<file path="config.mk">
export PLATFORM = sky130hd
export DESIGN_NAME = huc6280_irq_timer
export DESIGN_NICKNAME = d
export VERILOG_FILES = /design/src/rtl/huc6280_irq_timer.sv
export SDC_FILE = /design/constraint.sdc
export NUM_CORES = 1
export LEC_CHECK = 0
export BUFFER_PORTS_ARGS = -buffer_cell sky130_fd_sc_hd__buf_2
export CORE_AREA = 2 2 39 41
export CTS_BUF_LIST = sky130_fd_sc_hd__clkbuf_8
export DETAILED_ROUTE_END_ITERATION = 10
export DIE_AREA = 0 0 41 43
export GPL_TIMING_DRIVEN = 0
export PLACE_DENSITY = 0.52
export REMOVE_ABC_BUFFERS = 1
export SETUP_SLACK_MARGIN = 0.02
export SYNTH_ARGS = -nofsm -noshare
export SYNTH_HDL_FRONTEND = slang
export SYNTH_SLANG_ARGS = --single-unit
</file>
<file path="constraint.sdc">
create_clock -name clk -period 0.8 [get_ports clk]
set_input_delay 0.16 -clock clk [delete_from_list [all_inputs] [get_ports clk]]
set_output_delay 0.16 -clock clk [all_outputs]
set_load 0.02 [all_outputs]
</file>
<file path="src/rtl/huc6280_irq_timer.sv">
// HuC6280-style interrupt controller with a 7-bit down-counting timer.
// Define HUC6280_TIMER_EN to build the timer; without it only the mask and external IRQ paths exist.
module huc6280_irq_timer #(
    parameter int PRESCALE = 1024
) (
    input  logic       clk,
    input  logic       reset,
    input  logic [1:0] addr,
    input  logic       sel,
    input  logic       we,
    input  logic [7:0] dIn,
    output logic [7:0] dOut,
    input  logic       irq1,
    input  logic       irq2,
    output logic       IRQ,
    output logic [1:0] vec
);

    logic       wr;
    logic       rd;
    logic [2:0] mask;
    logic       tiq;
    logic       unused_bits;

    assign wr          = sel & we;
    assign rd          = sel & ~we;
    assign unused_bits = ^dIn[7:3];

    always_ff @(posedge clk) begin
        if (reset) begin
            mask <= 3'b000;
        end else if (wr && addr == 2'd2) begin
            mask <= dIn[2:0];
        end
    end

`ifdef HUC6280_TIMER_EN
    localparam int PS_W = $clog2(PRESCALE);

    logic [6:0]      reload;
    logic [6:0]      count;
    logic [6:0]      next_reload;
    logic            ten;
    logic [PS_W-1:0] ps;
    logic            tick;
    logic            underflow;

    assign tick      = ten && (ps == PS_W'(PRESCALE - 1));
    assign underflow = tick && (count == 7'd0);
    // A reload write landing on the underflow edge must be the value that gets loaded.
    assign next_reload = (wr && addr == 2'd0) ? dIn[6:0] : reload;

    always_ff @(posedge clk) begin
        if (reset) begin
            reload <= 7'd0;
            count  <= 7'd0;
            ten    <= 1'b0;
            ps     <= '0;
            tiq    <= 1'b0;
        end else begin
            if (wr && addr == 2'd0) begin
                reload <= dIn[6:0];
            end
            if (wr && addr == 2'd1) begin
                ten <= dIn[0];
            end
            if (wr && addr == 2'd1 && dIn[0] && !ten) begin
                count <= reload;
                ps    <= '0;
            end else if (ten) begin
                ps <= tick ? '0 : ps + PS_W'(1);
                if (tick) begin
                    count <= (count == 7'd0) ? next_reload : count - 7'd1;
                end
            end
            // Underflow wins over a same-cycle acknowledge.
            if (underflow) begin
                tiq <= 1'b1;
            end else if (wr && addr == 2'd3) begin
                tiq <= 1'b0;
            end
        end
    end

    always_comb begin
        dOut = 8'h00;
        if (rd) begin
            case (addr)
                2'd0:    dOut = {1'b0, count};
                2'd1:    dOut = {7'b0, ten};
                2'd2:    dOut = {5'b0, mask};
                default: dOut = {5'b0, tiq, irq1, irq2};
            endcase
        end
    end
`else
    assign tiq = 1'b0;

    always_comb begin
        dOut = 8'h00;
        if (rd) begin
            case (addr)
                2'd2:    dOut = {5'b0, mask};
                2'd3:    dOut = {5'b0, tiq, irq1, irq2};
                default: dOut = 8'h00;
            endcase
        end
    end
`endif

    always_comb begin
        IRQ = (tiq & ~mask[2]) | (irq1 & ~mask[1]) | (irq2 & ~mask[0]);
        vec = 2'd0;
        if (tiq && !mask[2]) begin
            vec = 2'd1;
        end else if (irq1 && !mask[1]) begin
            vec = 2'd2;
        end else if (irq2 && !mask[0]) begin
            vec = 2'd3;
        end
    end

endmodule

</file>
Word-level counts from Yosys, hierarchy flattened --
Index checks and enable logic that the tools add are counted. W data, S select, Z words.
Storage, ports and cells: word-level logic and storage cells 20, register bits 3, output and inout port bits 11, input port bits 16
Operators by class: mux-type cells 4, equal/unequal tests 2, reduce and logical (&&, ||, !) cells 5, bitwise operators 8
Operators by type and width (number):
- $mux W8 | 1
- $pmux W3 S2 | 1
- $and A1 B1 Y1 | 4
- $eq A2 B2 Y1 const B | 2
- $mux W2 | 2
- $logic_and A1 B1 Y1 | 3
- $not A1 Y1 | 3
- $logic_not A1 Y1 | 2
- $or A1 B1 Y1 | 1

Depth between registers and ports, before layout --
depth after elaboration 4, mapped depth 3, mapped depth without buffers 2

Least setup slack after synthesis --
OpenSTA, ideal clock, no wires.
path type reg-to-output, from register mask[1], to output vec[1], stages on the path, launching flop included 3, setup slack -0.476 ns, arrival time 1.116 ns, cells stage by stage dfxtp_1 o21ai_0 buf_4
Between the ends: cells in the longest elaborated chain, start to end 3
Ends and longest elaborated chain:
- start: declaration | line 21 | logic [2:0] mask;
- start signal: assignment | line 33 | mask <= dIn[2:0];
- $logic_not A1 Y1 | line 116 | end else if (irq1 && !mask[1]) begin
- $logic_and A1 B1 Y1 | line 116
- $mux W2 | line 116
- end: declaration | line 16 | output logic [1:0] vec
No other way between the ends.

Worst setup path in the final report --
from register mask[0], to output vec[0]
Between the ends: cells in the longest elaborated chain, start to end 4
Ends and longest elaborated chain:
- $logic_not A1 Y1 | line 118 | end else if (irq2 && !mask[0]) begin
- $logic_and A1 B1 Y1 | line 118
- $mux W2 | line 118
- $mux W2 | line 116
No other way between the ends.

==> flow_metrics.env <==
export IMPL_violations="setup timing"
export IMPL_vias_per_cell=3.65
export IMPL_cp_end_kind="output port"
export IMPL_drive_gt1_share_pct=54.0
export IMPL_antenna_found_initial=0
export IMPL_nFillCells=147
export IMPL_io_buffers=16
export IMPL_drtIter0Drc=0
export IMPL_drt_pass1_iter_count=1
export IMPL_top_regs="mask: 3 flops"
export IMPL_worstPathMaxFanout=3
export IMPL_status="finished with violations"
export IMPL_insertedDiodeCount=0
export IMPL_hpwlAfterDp_um=431
export IMPL_ys_types=13
export IMPL_grt_total_usage_pct=8.54
export IMPL_syn_to_final_growth_pct=58.8
export IMPL_clkLatencyLatePin_ns=0.22
export IMPL_pin_count=27
export IMPL_clk_pin_slew_ns=0.03
export IMPL_final_nets=67
export IMPL_min_path_type="input pin to register"
export IMPL_cts_made_buffers=3
export IMPL_dp_cells=61
export IMPL_stdcell_count=66
export IMPL_htree_levels=1
export IMPL_wl_per_cell_um=9.30
export IMPL_rsz0062_at_grt="true"
export IMPL_cts_root_buffer="clkbuf_8"
export IMPL_place_congestion=0.672
export IMPL_syn_inst=32
export IMPL_critPathKind="register to output port"
export IMPL_cellPowerDensity_nw_per_um2=1720
export IMPL_top_register="mask"
export IMPL_largest_register_ff_count=3
export IMPL_syn_area_um2=264
export IMPL_die_h_um=43
export IMPL_fin_crit_ns=1.08
export IMPL_power_leakage_nw=0.201
export IMPL_seq_area_frac_synth_pct=22.7
export IMPL_die_area_um2=1760
export IMPL_final_core_util_pct=30.3
export IMPL_grt_pass1_vias=221
export IMPL_critPathLaunchType="register"
export IMPL_rows=14
export IMPL_vias=241
export IMPL_core_area_um2=1380
export IMPL_timing_fmax_ghz=0.925
export IMPL_drt_wl_total_um=614
export IMPL_drc=0
export IMPL_fin_crit_sh_pct=135
export IMPL_clockBufferDepth=2
export IMPL_setup_viol=6
export IMPL_worstPathRequired_ns=0.64
export IMPL_finClkSkew_ns=0
export IMPL_maxCapViolations=0
export IMPL_die_width_um=41
export IMPL_initial_core_util_pct=19.1
export IMPL_worst_hold_slack_ns=0.193
export IMPL_timing_final_ws_setup_ns=-0.281
export IMPL_grt_pass1_wl_um=931
export IMPL_final_max_slew_viol_count=0
export IMPL_synth_seq_cells=3
export IMPL_drtAntennaViolNets=0
export IMPL_gr_total_overflow=0
export IMPL_peakVddDrop_mv=0.732
export IMPL_clock_sinks=3
export IMPL_pre_cts_ws_ns=-0.227
export IMPL_crit_arrival_ns=0.92
export IMPL_yosys_warnings=0
export IMPL_hold_viol_final=0
export IMPL_tritoncts="built"
export IMPL_grt_max_degree=7
export IMPL_syn_avg_cell_area_um2=8.25
export IMPL_fin_total_pwr_w=0.000719
[cells by family after synthesis]
logic type	count (synthesis)	synth area share [%]
AO/OA/AOI/OAI	2	3.79
other	1	1.42
AND/OR/NAND/NOR	12	28.9
multiplexers	5	19.0
flip-flops	3	22.7
buffers and inverters	9	24.2
[worst max-delay path: stages (launching register included)]
cell and delay [ns]:
dfxtp_2 0.32, nand2b_4 0.14, a21oi_2 0.10, buf_4 0.15
[repair_timing]
action,CTS,global route
endpoints found under the hold margin,0,0
endpoints found under the setup margin,6,6
buffers inserted,1,0
hold buffers,0,0
resized for setup,15,0
[per-stage QoR]
| step | TNS (ns) | instance area [µm²] |
|---|---|---|
| 3_3_place_gp | -1.04 | 323 |
| 4_1_cts | -1.49 | 419 |
| 5_1_grt | -1.75 | 419 |
| 6_report | -1.50 | 419 |
| 2_1_floorplan | -1.59 | 223 |
| 3_5_place_dp | -1.04 | 323 |
[synth_stat cells]
| cell | instances | area [µm²] |
|---|---|---|
| nor2_1 | 2 | 7.51 |
| nor3b_1 | 1 | 7.51 |
| inv_1 | 2 | 7.51 |
| and4b_1 | 1 | 10.0 |
| buf_6 | 1 | 11.3 |
| o21ai_0 | 1 | 5.00 |
| nand3b_1 | 1 | 7.51 |
| dfxtp_1 | 3 | 60.1 |
| conb_1 | 1 | 3.75 |
| mux2i_1 | 5 | 50.1 |
| buf_4 | 6 | 45.0 |
| a21oi_1 | 1 | 5.00 |
| nand2b_1 | 7 | 43.8 |
[power breakdown]
| group | total (W) | internal (W) | switching (W) |
|---|---|---|---|
| Sequential | 0.000157 | 0.000155 | 0.00000273 |
| Clock | 0.000429 | 0.000327 | 0.000102 |
| Combinational | 0.000132 | 0.0000591 | 0.0000732 |
[path summary, 6_finish.rpt]
path | start | slack, ns | cells past startpoint | endpoint
min | dIn[0] | 0.19 | 3 | mask[0]$_SDFFE_PP0P_
max | mask[0]$_SDFFE_PP0P_ | -0.28 | 3 | vec[0]
min reg2reg | mask[0]$_SDFFE_PP0P_ | 0.48 | 2 | mask[0]$_SDFFE_PP0P_
max reg2reg | mask[2]$_SDFFE_PP0P_ | 0.15 | 3 | mask[2]$_SDFFE_PP0P_
[placed cells by master, fill, tap and decap left out]
cell type and instances:
buf_4 4, a21oi_2 1, buf_6 2, conb_1 5
mux2i_1 5, o21ai_2 1, and4b_1 1, buf_2 11
clkbuf_8 3, nand2b_1 6, nand2b_4 1, nor3b_2 1
nor2_1 2, nand3b_1 1, dfxtp_2 3, inv_1 3
[metal layers]
layer  track usage, %  wire length (µm)
met1             9.35               207
met2             11.9               301
met3             3.14                82
met4             8.00                22
met5                0                 0
[layout make-up]
class	count	area (µm²)	area share, %
timing repair buffer	17	108	25.7
clock buffer	3	41.3	9.85
clock inverter	1	3.75	0.896
tap	16	20.0	4.78
multi-input combinational	24	175	41.8
inverter	2	7.51	1.79
sequential	3	63.8	15.2
Power figures use the tool's default switching activity.
